## config.mk

```make
export PLATFORM = sky130hd
export DESIGN_NAME = uart_rx
export DESIGN_NICKNAME = d
export VERILOG_FILES = /design/src/rtl/uart_rx.sv
export SDC_FILE = /design/constraint.sdc
export NUM_CORES = 1
export LEC_CHECK = 0
export CELL_PAD_IN_SITES_DETAIL_PLACEMENT = 2
export CELL_PAD_IN_SITES_GLOBAL_PLACEMENT = 2
export CORE_UTILIZATION = 39
export CTS_BUF_LIST = sky130_fd_sc_hd__clkbuf_4 sky130_fd_sc_hd__clkbuf_8
export DETAILED_ROUTE_END_ITERATION = 12
export DONT_BUFFER_PORTS = 1
export GPL_TIMING_DRIVEN = 0
export PLACE_DENSITY = 0.75
export SLEW_MARGIN = 25
export SYNTH_ARGS = -nofsm -noshare
export SYNTH_HDL_FRONTEND = slang
export SYNTH_SLANG_ARGS = --single-unit
```

## constraint.sdc

```tcl
create_clock -name clk -period 1.9 [get_ports clk]
set_clock_uncertainty 0.1 [all_clocks]
set_input_delay 0 -clock clk [delete_from_list [all_inputs] [get_ports clk]]
set_output_delay 0 -clock clk [all_outputs]
set_load 0.02 [all_outputs]
```

## src/rtl/uart_rx.sv

```systemverilog
// Oversampling UART receiver: 8N1 or 8O1/8E1 frames from an asynchronous rx line,
// presented one byte at a time on a valid/ready handshake with per-byte error flags.
module uart_rx #(
    parameter int CLKS_PER_BIT = 16,
    parameter int PARITY_EN    = 0,
    parameter int PARITY_ODD   = 1
) (
    input  logic       clk,
    input  logic       ap_rstn,
    input  logic       rx,
    output logic [7:0] data,
    output logic       ap_valid,
    input  logic       ap_ready,
    output logic       parity_err,
    output logic       frame_err,
    output logic       overrun
);

    localparam int CW = (CLKS_PER_BIT > 1) ? $clog2(CLKS_PER_BIT) : 1;
    localparam logic [CW-1:0] CNT_ZERO = {CW{1'b0}};
    localparam logic [CW-1:0] CNT_ONE  = CW'(1);
    localparam logic [CW-1:0] CNT_MID  = CW'(CLKS_PER_BIT / 2 - 1);
    localparam logic [CW-1:0] CNT_TERM = CW'(CLKS_PER_BIT - 1);

    typedef enum logic [2:0] {
        ST_IDLE  = 3'd0,
        ST_START = 3'd1,
        ST_DATA  = 3'd2,
        ST_PARI  = 3'd3,
        ST_STOP  = 3'd4,
        ST_BRK   = 3'd5
    } state_t;

    // Value the parity bit must carry for the given data byte.
    function automatic logic expected_parity(input logic [7:0] bv);
        return (PARITY_ODD != 0) ? ~^bv : ^bv;
    endfunction

    state_t        state_q, state_d;
    logic          rx_meta_q, rx_meta_d;
    logic          rx_sync_q, rx_sync_d;
    logic [CW-1:0] cnt_q, cnt_d;
    logic [2:0]    idx_q, idx_d;
    logic [7:0]    shift_q, shift_d;
    logic          perr_pend_q, perr_pend_d;
    logic [7:0]    data_q, data_d;
    logic          valid_q, valid_d;
    logic          perr_q, perr_d;
    logic          ferr_q, ferr_d;
    logic          ovr_q, ovr_d;
    logic          rx_s;
    logic          deliver_s;
    logic          stop_low_s;

    assign rx_s = rx_sync_q;

    // Frame FSM: bit timing, sampling and byte assembly.
    always_comb begin
        rx_meta_d   = rx;
        rx_sync_d   = rx_meta_q;
        state_d     = state_q;
        cnt_d       = cnt_q;
        idx_d       = idx_q;
        shift_d     = shift_q;
        perr_pend_d = perr_pend_q;
        deliver_s   = 1'b0;
        stop_low_s  = 1'b0;
        case (state_q)
            ST_IDLE: begin
                if (!rx_s) begin
                    state_d = ST_START;
                    cnt_d   = CNT_ZERO;
                end else begin
                    state_d = ST_IDLE;
                end
            end
            ST_START: begin
                if (cnt_q == CNT_MID) begin
                    cnt_d = CNT_ZERO;
                    if (!rx_s) begin
                        state_d     = ST_DATA;
                        idx_d       = 3'd0;
                        shift_d     = 8'h00;
                        perr_pend_d = 1'b0;
                    end else begin
                        state_d = ST_IDLE;
                    end
                end else begin
                    cnt_d = cnt_q + CNT_ONE;
                end
            end
            ST_DATA: begin
                if (cnt_q == CNT_TERM) begin
                    cnt_d          = CNT_ZERO;
                    shift_d[idx_q] = rx_s;
                    idx_d          = idx_q + 3'd1;
                    if (idx_q == 3'd7) begin
                        state_d = (PARITY_EN != 0) ? ST_PARI : ST_STOP;
                    end else begin
                        state_d = ST_DATA;
                    end
                end else begin
                    cnt_d = cnt_q + CNT_ONE;
                end
            end
            ST_PARI: begin
                if (cnt_q == CNT_TERM) begin
                    cnt_d       = CNT_ZERO;
                    perr_pend_d = (rx_s != expected_parity(shift_q));
                    state_d     = ST_STOP;
                end else begin
                    cnt_d = cnt_q + CNT_ONE;
                end
            end
            ST_STOP: begin
                if (cnt_q == CNT_TERM) begin
                    cnt_d      = CNT_ZERO;
                    deliver_s  = 1'b1;
                    stop_low_s = !rx_s;
                    state_d    = rx_s ? ST_IDLE : ST_BRK;
                end else begin
                    cnt_d = cnt_q + CNT_ONE;
                end
            end
            ST_BRK: begin
                // Line held low after a bad stop: wait for idle so no repeat bytes appear.
                if (rx_s) begin
                    state_d = ST_IDLE;
                end else begin
                    state_d = ST_BRK;
                end
            end
            default: begin
                state_d = ST_IDLE;
                cnt_d   = CNT_ZERO;
            end
        endcase
    end

    // Output holding register with valid/ready handshake and overrun detection.
    always_comb begin
        data_d  = data_q;
        valid_d = valid_q;
        perr_d  = perr_q;
        ferr_d  = ferr_q;
        ovr_d   = 1'b0;
        if (deliver_s && (!valid_q || ap_ready)) begin
            data_d  = shift_q;
            perr_d  = perr_pend_q;
            ferr_d  = stop_low_s;
            valid_d = 1'b1;
        end else if (deliver_s) begin
            ovr_d = 1'b1;
        end else if (valid_q && ap_ready) begin
            valid_d = 1'b0;
        end else begin
            valid_d = valid_q;
        end
    end

    // State, synchroniser and output registers.
    always_ff @(posedge clk or negedge ap_rstn) begin
        if (!ap_rstn) begin
            state_q     <= ST_IDLE;
            rx_meta_q   <= 1'b1;
            rx_sync_q   <= 1'b1;
            cnt_q       <= CNT_ZERO;
            idx_q       <= 3'd0;
            shift_q     <= 8'h00;
            perr_pend_q <= 1'b0;
            data_q      <= 8'h00;
            valid_q     <= 1'b0;
            perr_q      <= 1'b0;
            ferr_q      <= 1'b0;
            ovr_q       <= 1'b0;
        end else begin
            state_q     <= state_d;
            rx_meta_q   <= rx_meta_d;
            rx_sync_q   <= rx_sync_d;
            cnt_q       <= cnt_d;
            idx_q       <= idx_d;
            shift_q     <= shift_d;
            perr_pend_q <= perr_pend_d;
            data_q      <= data_d;
            valid_q     <= valid_d;
            perr_q      <= perr_d;
            ferr_q      <= ferr_d;
            ovr_q       <= ovr_d;
        end
    end

    assign data       = data_q;
    assign ap_valid   = valid_q;
    assign parity_err = perr_q;
    assign frame_err  = ferr_q;
    assign overrun    = ovr_q;

endmodule

```

==> results.txt <==
----------------------------------------------------
[Synthesis]
  Proportion of register bits with asynchronous set or reset after synthesis ... 1.00
  Sequential area share after synthesis ... 0.486
  Warnings from Yosys ... 0
  Yosys cell types ... 41
  Synthesized area per cell ... 10.7 µm²
  Most frequently used flop master after synthesis ... dfrtp_1
  Post-synthesis instance area ... 0.00170 mm²
  Number of standard cells after synthesis ... 160
  Number of flip-flops and latches in the synthesized netlist ... 33
  Net count after synthesis ... 167
  Number of synthesized flops with an enable pin ... 0

[Floorplan]
  Num rows ... 23
  Initial Util ... 0.417
  Floorplan die width ... 68.1 µm
  Count of pins on the block boundary ... 16
  Vertical die dimension ... 68.1 µm
  Die outline area ... 0.00464 mm²
  Area of the core region ... 0.00409 mm²

[Run]
  Number of maximum-capacitance constraint violations ... 0

[CTS]
  Total CTS buffers ... 5
  Clock-pin slew on the worst setup and hold paths ... 70 ps
  Clock root buffer ... clkbuf_8
  Clock sink total ... 33
  Clock tree from TritonCTS ... done
  Max clock buf depth ... 2
  H-tree depth ... 2
  Clock insertion delay at the later pin of the skew report ... 300 ps

[Critical path]
  Classification of the worst setup path ... register to register
  Origin of the critical flop-to-flop path ... state_q[1]
  Req. time, crit path ... 1970 ps
  Worst Reg2Reg Path Length in Cells ... 4
  Data arrival at the endpoint of the critical path ... 1990 ps
  R2R setup slack ... -20 ps
  Worst Setup EP ... shift_q[4]
  Startpoint class of the critical path ... register
  Largest fanout on the critical path ... 7
  Worst Setup SP ... state_q[1]
  End of the worst register-to-register path ... shift_q[4]
  Critical path capture point type ... register

[Timing]
  Final setup viols ... 2
  RSZ-0062 raised after global routing ... yes
  Highest clock rate ... 520 MHz
  Transition time of the tightest slew-check pin ... 556 ps
  Final hold slack ... 35.4 ps
  Post-layout minimum cycle time ... 1920 ps
  Max-slew violation total from the final report ... 0
  Final worst path period share ... 1.01
  Normalized max-slew margin ... 0.630
  Final number of hold-violating endpoints ... 0
  Setup ws final ... -23.1 ps

[Final layout]
  Total inserted antenna cells ... 0
  Layout area overhead ... 18.4%
  Share of layout cells above drive strength 1 ... 0.289
  Number of inserted filler cells in the final layout ... 419
  Design Area, Final ... 0.00202 mm²
  Final core area utilization ... 0.494
  Net count, final ... 186
  Final Non-Filler Cells ... 230

[Global routing]
  Vias in the first global route ... 1463
  Antenna violations before repair ... 0
  Maximum number of pins on one net before global-route repair ... 34
  Overflow after GRT ... 0
  Wire length of the first global-routing pass ... 7530 µm
  GRT Total Usage ... 0.232

[Place]
  Post-Place Setup Slack ... -169 ps
  Area after detailed placement ... 0.00177 mm²
  Port bufs ... 0
  Placed instance count ... 210
  HPWL reported at the end of detailed placement ... 3250 µm
  Final weighted congestion in routability-driven placement ... 0.785

[Drt]
  Vias per cell ... 5.86
  Overall routed net length ... 4910 µm
  Number of DRC violations after detailed-routing iteration 0 ... 83
  Antenna-violating nets left ... 0
  Total via count after detailed routing ... 1348
  DRC ... 0
  Per-cell routed wire length ... 21.3 µm
  TritonRoute pass-1 iters ... 4

[Power]
  Leakage power ... 0.000913 µW
  Pwr Density ... 1060 mW/mm²
  Peak ir drop on the vdd network ... 0.466 mV

[Outcome]
  Status ... finished with violations
  Violations in the final reports ... setup timing

[Min path]
  Path type of the worst min-delay path ... input port to async pin

----------------------------------------------------
## worst max-delay path: stages, from the launching register on
cell and delay, ps:
dfrtp_2 450, or4b_4 570, a211o_4 410, o21ai_2 180
o31ai_2 80
## cells by family after synthesis
group,count (synthesis),share of synthesized area
fa+ha+maj,3,0.0220
mux,12,0.0800
buf+inv,14,0.0374
simple gates,44,0.142
compound gates,47,0.188
xor+xnor,7,0.0441
flops,33,0.486
## report_power, final
part / internal, µW / switching (µW)
Sequential: 768 / 71.0
Clock: 253 / 282
Combinational: 313 / 453
Total: 1330 / 806
## worst min path at each step
stage / from / to
2_1_floorplan: ap_rstn / ap_valid
3_3_place_gp: ap_rstn / cnt_q[2]
3_5_place_dp: ap_rstn / cnt_q[2]
4_1_cts: ap_rstn / parity_err
5_1_grt: ap_rstn / parity_err
6_report: ap_rstn / parity_err
## per-layer routing
metal / track usage / share of wire / up-vias
met5: 0 / 0 / -
met1: 0.269 / 0.47 / 698
met3: 0.0833 / 0.033 / 5
li1: - / - / 622
met4: 0.0547 / 0.011 / 0
met2: 0.404 / 0.49 / 23
## state kept, by name, summed over array words and instances, names as in the netlist
signal       count
ap_valid         1
cnt_q            4
data             8
frame_err        1
idx_q            3
overrun          1
parity_err       1
perr_pend_q      1
rx_meta_q        1
rx_s             1
shift_q          8
state_q          3
## placed cells by master, fill, tap and decap left out, drive strengths merged, types with 3 or more instances in the layout
cell type | Yosys | final
nand2b | 3 | 3
mux2 | 10 | 10
a211oi | 4 | 4
ha | 3 | 3
nand2 | 9 | 9
xnor2 | 5 | 5
inv | 3 | 3
dlygate4sd3 | 0 | 3
buf | 4 | 14
dfrtp | 31 | 31
clkbuf | 7 | 11
a21oi | 8 | 8
nor2b | 3 | 3
a22o | 6 | 6
o21ai | 16 | 16
and2 | 3 | 3
a32o | 3 | 3
nand3 | 5 | 5
nor2 | 9 | 9
## synthesized netlist by cell type, types with 3 or more instances
master | count | share of area
a21oi_1 | 8 | 0.023
o21ai_0 | 16 | 0.047
clkbuf_1 | 7 | 0.015
buf_2 | 3 | 0.0088
xnor2_1 | 5 | 0.026
nor2b_1 | 3 | 0.011
a211oi_1 | 3 | 0.013
a32o_1 | 3 | 0.018
inv_1 | 3 | 0.0066
dfrtp_1 | 31 | 0.46
nand2_1 | 9 | 0.020
and2_1 | 3 | 0.011
ha_1 | 3 | 0.022
nand3_1 | 5 | 0.015
nor2_1 | 9 | 0.020
a22o_1 | 6 | 0.031
mux2_2 | 9 | 0.059
nand2b_1 | 3 | 0.011
## what timing repair did
item,in CTS,in global routing
setup endpoints to repair,25,23
resized for setup,15,14
hold endpoints to repair,36,0
hold buffers,4,0
pin swaps,2,3
setup buffers,3,7
## layout make-up
type	instances	area [µm²]	area share
clock inverters	3	17.5	0.00868
flip-flops and latches	33	831	0.412
plain buffers	9	45.0	0.0223
well taps	50	62.6	0.0310
multi-input cells	113	856	0.424
clock buffers	5	68.8	0.0341
repair buffers	14	125	0.0620
inverters	3	11.3	0.00558
## stage by stage
stage / power [µW] / setup TNS, ps
global placement: 1420 / -710
floorplan: 1290 / 0
global route: 2270 / -181
detailed placement: 1460 / -1880
CTS: 2050 / 0
finish: 2140 / -36.6
Note: power is estimated with default switching activity, not from simulation.
